$ cat src/rtl/dkong3_audio_pkg.sv
// Shared types and width helpers for the DK3 APU mixer.
package dkong3_audio_pkg;

  typedef enum logic [1:0] {
    IDLE,
    ACC,
    SAT
  } mix_state_t;

  function automatic int GAIN_UNITY(input int gain_w);
    return 1 << (gain_w - 1);
  endfunction

  // Wide enough that NUM_CH full-scale signed*unsigned products cannot overflow.
  function automatic int ACC_W(input int sample_w, input int gain_w, input int num_ch);
    return sample_w + gain_w + $clog2(num_ch) + 1;
  endfunction

endpackage

$ cat src/rtl/dkong3_mix_sat.sv
// Scales the accumulated mix to the output width and clamps it; purely combinational.
// Sits between the accumulator and the output register, so it has no latency or flow control.
module dkong3_mix_sat #(
  parameter int ACC_W = 26,
  parameter int OUT_W = 16,
  parameter int SHR   = 7,
  parameter int SHL   = 0
) (
  input  logic signed [ACC_W-1:0] acc,
  output logic        [OUT_W-1:0] y,
  output logic                    clip
);

  localparam int LSH = (SHL > 0) ? SHL : 0;
  localparam int RSH = (SHL < 0) ? -SHL : 0;
  localparam int W   = ACC_W + LSH;

  localparam logic signed [W-1:0] MAXV = {{(W-OUT_W+1){1'b0}}, {(OUT_W-1){1'b1}}};
  localparam logic signed [W-1:0] MINV = {{(W-OUT_W+1){1'b1}}, {(OUT_W-1){1'b0}}};

  logic signed [W-1:0] v;

  always_comb begin
    v    = W'(acc);
    v    = v >>> SHR;
    v    = v <<< LSH;
    v    = v >>> RSH;
    clip = (v > MAXV) || (v < MINV);
    if (v > MAXV)
      y = MAXV[OUT_W-1:0];
    else if (v < MINV)
      y = MINV[OUT_W-1:0];
    else
      y = v[OUT_W-1:0];
  end

endmodule

$ cat src/rtl/dkong3_apu_mixer.sv
// Snapshots NUM_CH APU samples on a strobe, serially multiply-accumulates one channel per clock,
// and saturates to one signed sample NUM_CH+1 clocks later; strobes while busy are dropped and flagged.
module dkong3_apu_mixer
  import dkong3_audio_pkg::*;
#(
  parameter int                NUM_CH   = 2,
  parameter int                SAMPLE_W = 16,
  parameter int                GAIN_W   = 8,
  parameter int                OUT_W    = 16,
  parameter logic [NUM_CH-1:0] INV_MASK = {NUM_CH{1'b1}}
) (
  input  logic                         I_CLK_12M,
  input  logic                         I_RESET,
  input  logic                         I_SAMPLE_STB,
  input  logic [NUM_CH*SAMPLE_W-1:0]   I_SAMPLES,
  input  logic [NUM_CH-1:0]            I_MUTE,
  input  logic                         I_GAIN_WR,
  input  logic [$clog2(NUM_CH):0]      I_GAIN_SEL,
  input  logic [GAIN_W-1:0]            I_GAIN_D,
  output logic [OUT_W-1:0]             O_SAMPLE,
  output logic                         O_VALID,
  output logic                         O_BUSY,
  output logic                         O_CLIP,
  output logic                         O_OVERRUN
);

  localparam int AW    = ACC_W(SAMPLE_W, GAIN_W, NUM_CH);
  localparam int SEL_W = $clog2(NUM_CH) + 1;
  localparam int IDX_W = (NUM_CH > 1) ? $clog2(NUM_CH) : 1;
  localparam int PW    = SAMPLE_W + GAIN_W + 1;

  mix_state_t               state;
  logic [IDX_W-1:0]         ch;
  logic signed [AW-1:0]     acc;
  logic [SAMPLE_W-1:0]      samp_q [NUM_CH];
  logic [NUM_CH-1:0]        mute_q;
  logic [GAIN_W-1:0]        gain_q [NUM_CH];

  logic [SAMPLE_W-1:0]      s_inv;
  logic signed [SAMPLE_W-1:0] s_sgn;
  logic signed [GAIN_W:0]   g_sgn;
  logic signed [PW-1:0]     prod;
  logic signed [AW-1:0]     term;
  logic [OUT_W-1:0]         sat_y;
  logic                     sat_clip;

  // Offset-binary to two's complement is an MSB flip after the optional inversion.
  always_comb begin
    s_inv = INV_MASK[ch] ? ~samp_q[ch] : samp_q[ch];
    s_sgn = {~s_inv[SAMPLE_W-1], s_inv[SAMPLE_W-2:0]};
    g_sgn = {1'b0, gain_q[ch]};
    prod  = s_sgn * g_sgn;
    term  = mute_q[ch] ? '0 : AW'(prod);
  end

  dkong3_mix_sat #(
    .ACC_W (AW),
    .OUT_W (OUT_W),
    .SHR   (GAIN_W - 1),
    .SHL   (OUT_W - SAMPLE_W)
  ) u_sat (
    .acc  (acc),
    .y    (sat_y),
    .clip (sat_clip)
  );

  always_ff @(posedge I_CLK_12M or posedge I_RESET) begin
    if (I_RESET) begin
      for (int i = 0; i < NUM_CH; i++) gain_q[i] <= GAIN_W'(GAIN_UNITY(GAIN_W));
    end else if (I_GAIN_WR && (I_GAIN_SEL < SEL_W'(NUM_CH))) begin
      gain_q[I_GAIN_SEL[IDX_W-1:0]] <= I_GAIN_D;
    end
  end

  always_ff @(posedge I_CLK_12M or posedge I_RESET) begin
    if (I_RESET) begin
      state     <= IDLE;
      ch        <= '0;
      acc       <= '0;
      mute_q    <= '0;
      for (int i = 0; i < NUM_CH; i++) samp_q[i] <= '0;
      O_SAMPLE  <= '0;
      O_VALID   <= 1'b0;
      O_BUSY    <= 1'b0;
      O_CLIP    <= 1'b0;
      O_OVERRUN <= 1'b0;
    end else begin
      O_VALID <= 1'b0;
      if (I_SAMPLE_STB && state != IDLE) O_OVERRUN <= 1'b1;
      case (state)
        IDLE: begin
          // A strobe coinciding with the previous result's valid pulse is dropped.
          if (I_SAMPLE_STB && !O_VALID) begin
            for (int i = 0; i < NUM_CH; i++) samp_q[i] <= I_SAMPLES[i*SAMPLE_W +: SAMPLE_W];
            mute_q <= I_MUTE;
            acc    <= '0;
            ch     <= '0;
            O_BUSY <= 1'b1;
            state  <= ACC;
          end
        end
        ACC: begin
          acc <= acc + term;
          if (ch == IDX_W'(NUM_CH - 1)) state <= SAT;
          else                          ch    <= ch + 1'b1;
        end
        SAT: begin
          O_SAMPLE <= sat_y;
          O_CLIP   <= sat_clip;
          O_VALID  <= 1'b1;
          O_BUSY   <= 1'b0;
          state    <= IDLE;
        end
        default: state <= IDLE;
      endcase
    end
  end

endmodule

$ cat config.mk
export PLATFORM = sky130hd
export DESIGN_NAME = dkong3_apu_mixer
export DESIGN_NICKNAME = d
export VERILOG_FILES = /design/src/rtl/dkong3_audio_pkg.sv /design/src/rtl/dkong3_mix_sat.sv /design/src/rtl/dkong3_apu_mixer.sv
export SDC_FILE = /design/constraint.sdc
export NUM_CORES = 1
export LEC_CHECK = 0
export BUFFER_PORTS_ARGS = -buffer_cell sky130_fd_sc_hd__buf_2
export CAP_MARGIN = 20
export CELL_PAD_IN_SITES_DETAIL_PLACEMENT = 0
export CELL_PAD_IN_SITES_GLOBAL_PLACEMENT = 1
export CORE_MARGIN = 5
export CORE_UTILIZATION = 53
export CTS_BUF_LIST = sky130_fd_sc_hd__clkbuf_4 sky130_fd_sc_hd__clkbuf_8
export CTS_CLUSTER_SIZE = 16
export DETAILED_ROUTE_END_ITERATION = 8
export HOLD_SLACK_MARGIN = 0.12
export PLACE_DENSITY_LB_ADDON = 0.1
export SYNTH_ARGS = -nofsm -noshare
export SYNTH_HDL_FRONTEND = slang
export SYNTH_SLANG_ARGS = --single-unit
$ cat constraint.sdc
create_clock -name I_CLK_12M -period 16.95 [get_ports I_CLK_12M]
set_input_delay 2.5425 -clock I_CLK_12M [delete_from_list [all_inputs] [get_ports I_CLK_12M]]
set_output_delay 2.5425 -clock I_CLK_12M [all_outputs]
set_load 0.02 [all_outputs]
==> metrics.cfg, run 1 <==
[run_status]
outcome=completed

[final_layout]
drive_gt1_share_pct=12.5
fin_nets=1399
final_area_um2=10700
area_delta_synth_final_pct=7.90
fillers=1735
n_antenna_cell=0
seqCellArea_um2=2480
multi_input_area_um2=6680

[timing]
setup_tns_ns=0
timing.fmax_mhz=123
rsz0062_at_grt=false
fin_ws_ns=8.80
period_share_pct=48.1
worstMarginPinSlew_ns=0.986
fin_crit_ns=8.15
max-slew-margin-rel_pct=34.3
hold_violations=0
final_max_slew_viol_count=0
setup_viol=0
skew_ns=0.0153

[clocking]
cts_made_buffers=9
clkLatencyLatePin_ns=0.39
cts_buffer_depth=2
cts_tree=built
cts_setup_buffers=0
clk_pin_slew_worst_paths_ns=0.11
clock-sinks=99
cts_resized=0
cts.hold.buffers_added=0
htreeDepth=3
clockRootBuffer=clkbuf_8

[floorplan]
fp.dieW_um=147
core-area_um2=18500
fp.dieArea_um2=21500
rows=50
dieHeight_um=147
ios=68
start_util_pct=53.4

[route]
ant_nets=0
wl_per_cell_um=15.1
drt_iter0_markers=398
vias=7413
drt_wl_total_um=21300
route.detailed.drc=0
first_pass_iters=4
vias_per_cell=5.25

[worst_setup_path]
cp-end-kind=flip-flop
cp_max_fo=45
slowest_delay_ns=0.86
cp_common_cell=fa_1
r2r_cells=28
cp_top_family=adder cells
crit_cells=28
path_buf_inv=3
critPathSlowestCell=mux2i_1
setup.worst_path.class=flip-flop to flip-flop
crit_arrival_ns=8.44
start_kind=flip-flop
cp.required_ns=17.24

[synthesis]
synth_common_cells=nand2_1, inv_1, fa_1
synthMostInstantiatedCell=nand2_1
ys_async_sr_fraction_pct=100
synth_top_area_cell=dfrtp_1
ys_seq_area_share_pct=25.1
netlist_area_um2=9890
ys.flop_type=dfrtp_1
synth_fp_nets=1343
synth-warning-count=0
synth-seq-cells=99
ys_types=54
syn_inst=1117
synth_area_leaders=dfrtp_1, fa_1, ha_1, nand2_1, inv_1
synth_area_per_cell_um2=8.85
synth.top_cell.area_share_pct=24.6
synth_edf_count=0

[global_routing]
overflow=0
grt-busiest-layer=met2
grt_max_degree=56
grtUsageMet1_pct=29.1
grt.total_usage_pct=20.8
grtUsageMet3_pct=2.73
grt_pass1_vias=7564
met2_usage_pct=35.2
antenna_found_initial=0
grt_pass1_wl_um=36700

[placed_design]
detailed_place_hpwl_um=17300
dp_slack_ns=8.94
dpl_cell_area_um2=10500
port_buffers=67
gp_congestion=0.860

[hold_path]
holdPathStages=2
hold_path_class=flip-flop to flip-flop

[job]
maxCapViolCount=0

worst reg2reg max path: cells and delay by family (launching register included):
family / cells / cell delay, ns
AND/OR/NAND/NOR: 6 / 0.94
buffers and inverters: 3 / 0.63
flip-flops: 1 / 0.36
multiplexers: 2 / 1.03
adder cells (fa/ha/maj): 6 / 2.74
AO/OA/AOI/OAI: 9 / 2.05
XOR/XNOR: 2 / 0.29
cell usage in the layout, fill, tap and decap left out, types with 3 or more instances in the layout:
| cell | instances |
|---|---|
| a211o_1 | 3 |
| fa_1 | 103 |
| o21a_1 | 5 |
| xor2_1 | 19 |
| o21bai_1 | 8 |
| a31oi_1 | 3 |
| clkbuf_8 | 10 |
| nand3_1 | 31 |
| o21ai_0 | 49 |
| nor2b_1 | 11 |
| inv_1 | 164 |
| o21ai_1 | 3 |
| and2_1 | 11 |
| ha_1 | 75 |
| nor2_1 | 90 |
| a21o_1 | 18 |
| a21oi_1 | 34 |
| buf_4 | 8 |
| buf_2 | 67 |
| mux2i_1 | 25 |
| a211oi_1 | 4 |
| nand2_1 | 212 |
| o21ai_2 | 3 |
| mux2_2 | 36 |
| dfrtp_1 | 96 |
| nor3_1 | 14 |
| xnor2_1 | 23 |
| nand2b_1 | 10 |
| and3_1 | 6 |
cell type report:
class	count	share of cell area [%]
multi-input combinational	823	62.6
clock buffer	10	1.29
tap	234	2.74
sequential	99	23.3
clock inverter	6	0.551
timing repair buffer	75	3.71
inverter	165	5.83
per-stage QoR:
step / cells / util (%) / hold slack [ns]
after floorplan: 1117 / - / 0.440
after global placement: 1396 / 56.5 / 0.445
after detailed placement: 1396 / 56.5 / 0.450
after CTS: 1412 / 57.6 / 0.476
after global routing: 1412 / 57.6 / 0.490
final: 1412 / 57.6 / 0.469
cells by family (layout without fill, tap and decap cells):
family                     after synthesis  count (layout)  synth area share, %
AOI/OAI and AO/OA                      144             144                 9.61
muxes                                   61              61                 6.63
and+or+nand+nor                        398             398                 17.2
DFF                                     99              99                 25.1
adders and majority gates              178             178                 30.3
buffers and inverters                  195             256                 7.42
xor gates and xnor gates                42              42                 3.72
registers in the layout, summed over array words and instances, names as in the netlist:
register	flops
O_VALID	1
mute_q	2
O_SAMPLE	16
O_BUSY	1
samp_q	32
O_OVERRUN	1
state	2
ch	1
acc	26
O_CLIP	1
gain_q	16
layer usage:
| metal | wire [um] | part of all wire, % |
|---|---|---|
| met5 | 0 | 0 |
| met3 | 518 | 2.4 |
| met1 | 10000 | 47 |
| met4 | 183 | 0.86 |
| met2 | 10600 | 50 |
worst paths after layout:
check	from	end	slack (ns)
worst max register to register	ch	acc[25]	8.80
max in group asynchronous	I_RESET	ch	13.60
worst max-delay path	ch	acc[25]	8.80
worst min register to register	O_SAMPLE[3]	O_SAMPLE[3]	0.47
min in group asynchronous	I_RESET	O_SAMPLE[12]	2.21
worst min-delay path	O_SAMPLE[3]	O_SAMPLE[3]	0.47
Power of run 1 is left out: the tool's default activity adds up to more than one toggle a clock period on the data nets, which glitch-free logic cannot reach.
==> inputs of run 2 (changes only) <==
--- a/config.mk
+++ b/config.mk
@@ -5,12 +5,13 @@
 export SDC_FILE = /design/constraint.sdc
 export NUM_CORES = 1
 export LEC_CHECK = 0
+export ABC_AREA = 1
 export BUFFER_PORTS_ARGS = -buffer_cell sky130_fd_sc_hd__buf_2
 export CAP_MARGIN = 20
 export CELL_PAD_IN_SITES_DETAIL_PLACEMENT = 0
 export CELL_PAD_IN_SITES_GLOBAL_PLACEMENT = 1
 export CORE_MARGIN = 5
-export CORE_UTILIZATION = 53
+export CORE_UTILIZATION = 43
 export CTS_BUF_LIST = sky130_fd_sc_hd__clkbuf_4 sky130_fd_sc_hd__clkbuf_8
 export CTS_CLUSTER_SIZE = 16
 export DETAILED_ROUTE_END_ITERATION = 8
==> constraint.sdc (replaced) <==
create_clock -name I_CLK_12M -period 7.33 [get_ports I_CLK_12M]
set_input_delay 1.0995 -clock I_CLK_12M [delete_from_list [all_inputs] [get_ports I_CLK_12M]]
set_output_delay 1.0995 -clock I_CLK_12M [all_outputs]
set_load 0.02 [all_outputs]
==> metrics.cfg, run 2 <==
[worst_setup_path]
cp_max_fo=19
crit_arrival_ns=7.06
critPathLaunch=ch
slowest_delay_ns=0.54
timing.rr.start=ch
start_kind=flip-flop
regToRegEndpoint=acc[23]
r2r_cells=31
rrSetupSlack_ns=0.57
crit_path_end=acc[23]
cp-end-kind=flip-flop
cp.required_ns=7.63
critPathSlowestCell=fa_1
setup.worst_path.class=flip-flop to flip-flop
cp_common_cell=nand2_1

[final_layout]
layout_commonest_cell=nand2_1
final_util_pct=48.0
seqCellArea_um2=2480
fillers=2519
fin_nets=1663
multi_input_area_um2=6800
n_antenna_cell=0
drive_gt1_share_pct=11.4
area_delta_synth_final_pct=9.59
final_area_um2=11300
largest_reg_flops=32
most-common-layout-cells=nand2_1, inv_1, nor2_1, fa_1, dfrtp_1
max_flop_register=samp_q
top_regs=samp_q (32), acc (26)

[run_status]
outcome=completed

[global_routing]
grt_pass1_vias=9012
grt_max_degree=57
grt.total_usage_pct=21.2
antenna_found_initial=0
grt_pass1_wl_um=46000
overflow=0

[timing]
worstMarginPinSlew_ns=0.911
rsz0062_at_grt=false
fin_crit_ns=6.76
period_share_pct=92.2
timing.fmax_mhz=148
max-slew-margin-rel_pct=39.2
setup_viol=0
skew_ns=0.0213
setup_tns_ns=0
final_max_slew_viol_count=0
hold_violations=0

[route]
route.detailed.drc=0
vias=8766
vias_per_cell=4.98
drt_wl_total_um=26700
ant_nets=0
drt_iter0_markers=477
first_pass_iters=5
wl_per_cell_um=15.2

[clocking]
clockRootBuffer=clkbuf_8
cts.hold.buffers_added=0
htreeDepth=3
clkLatencyLatePin_ns=0.41
cts_tree=built
clk_pin_slew_worst_paths_ns=0.12
cts_setup_buffers=0
cts_buffer_depth=2
cts_made_buffers=9
clock-sinks=99

[floorplan]
fp.dieW_um=165
rows=56
fp.dieArea_um2=27200
core-area_um2=23500
dieHeight_um=165
start_util_pct=43.8
ios=68

[synthesis]
synth_area_per_cell_um2=7.53
synthMostInstantiatedCell=nand2_1
syn_inst=1371
synth_fp_nets=1597
synth_top_area_cell=dfrtp_1
synth-seq-cells=99
ys_seq_area_share_pct=24.0
synth_area_leaders=dfrtp_1, fa_1, nand2_1, ha_1, inv_1
ys.flop_type=dfrtp_1
netlist_area_um2=10300
synth_edf_count=0
synth.top_cell.area_share_pct=23.5
ys_async_sr_fraction_pct=100
ys_types=46
synth-warning-count=0
synth_common_cells=nand2_1, inv_1, nor2_1

[placed_design]
detailed_place_hpwl_um=22100
gp_congestion=0.906
port_buffers=67
dpl_cell_area_um2=11100

[job]
maxCapViolCount=0

[hold_path]
hold_path_class=flip-flop to flip-flop

[run 2: how the worst min path moves through the flow]
stage | from | to | slack, ns | depth (start not counted)
after floorplan | mute_q[1] | mute_q[1] | 0.43 | 2
after global routing | samp_q[5] | samp_q[5] | 0.50 | 2
final | samp_q[28] | samp_q[28] | 0.47 | 2
after CTS | samp_q[28] | samp_q[28] | 0.48 | 2
after detailed placement | samp_q[4] | samp_q[4] | 0.45 | 2
after global placement | samp_q[4] | samp_q[4] | 0.45 | 2
[run 2: cell families after synthesis]
family	count (synthesis)	share of synthesized area, %
multiplexers	3	0.291
AND/OR/NAND/NOR	606	24.2
adder cells (fa/ha/maj)	178	29.1
buffers and inverters	275	10.1
flip-flops	99	24.0
XOR/XNOR	17	1.44
AO/OA/AOI/OAI	193	10.8
[run 2: critical path: cells and delay by family (launching register included)]
family                     cells  cell delay, ns
AOI/OAI and AO/OA             10            1.54
xor gates and xnor gates       1            0.21
adders and majority gates      6            2.84
buffers and inverters          6            0.68
DFF                            1            0.45
and+or+nand+nor                8            0.92
[run 2: what timing repair did]
action / in CTS / in global routing
gates resized for setup: 0 / 10
endpoints found under the setup margin: 0 / 9
hold endpoints to repair: 0 / 0
[run 2: layout make-up]
| type | count | area share [%] |
|---|---|---|
| multi-input cells | 997 | 60.2 |
| flip-flops and latches | 99 | 21.9 |
| inverters | 246 | 8.24 |
| repair buffers | 84 | 4.20 |
| well taps | 319 | 3.53 |
| clock buffers | 9 | 1.10 |
| clock inverters | 7 | 0.819 |
[run 2: metrics by stage]
| step | hold slack [ns] | setup WS [ns] | cells |
|---|---|---|---|
| 3_5_place_dp | 0.451 | 0.429 | 1745 |
| 3_3_place_gp | 0.450 | 0.436 | 1745 |
| 4_1_cts | 0.479 | 0.342 | 1761 |
| 5_1_grt | 0.500 | 0.0275 | 1761 |
| 6_report | 0.473 | 0.570 | 1761 |
| 2_1_floorplan | 0.434 | 1.27 | 1371 |
[run 2: metal layers]
layer  GRT usage, %  share of wire, %  wire (um)
met1           32.5                50      13500
met2           31.7                43      11600
met3           3.32               4.9       1320
met4           4.95               1.3        354
met5              0                 0          0
Power of run 2 is left out for the same reason.
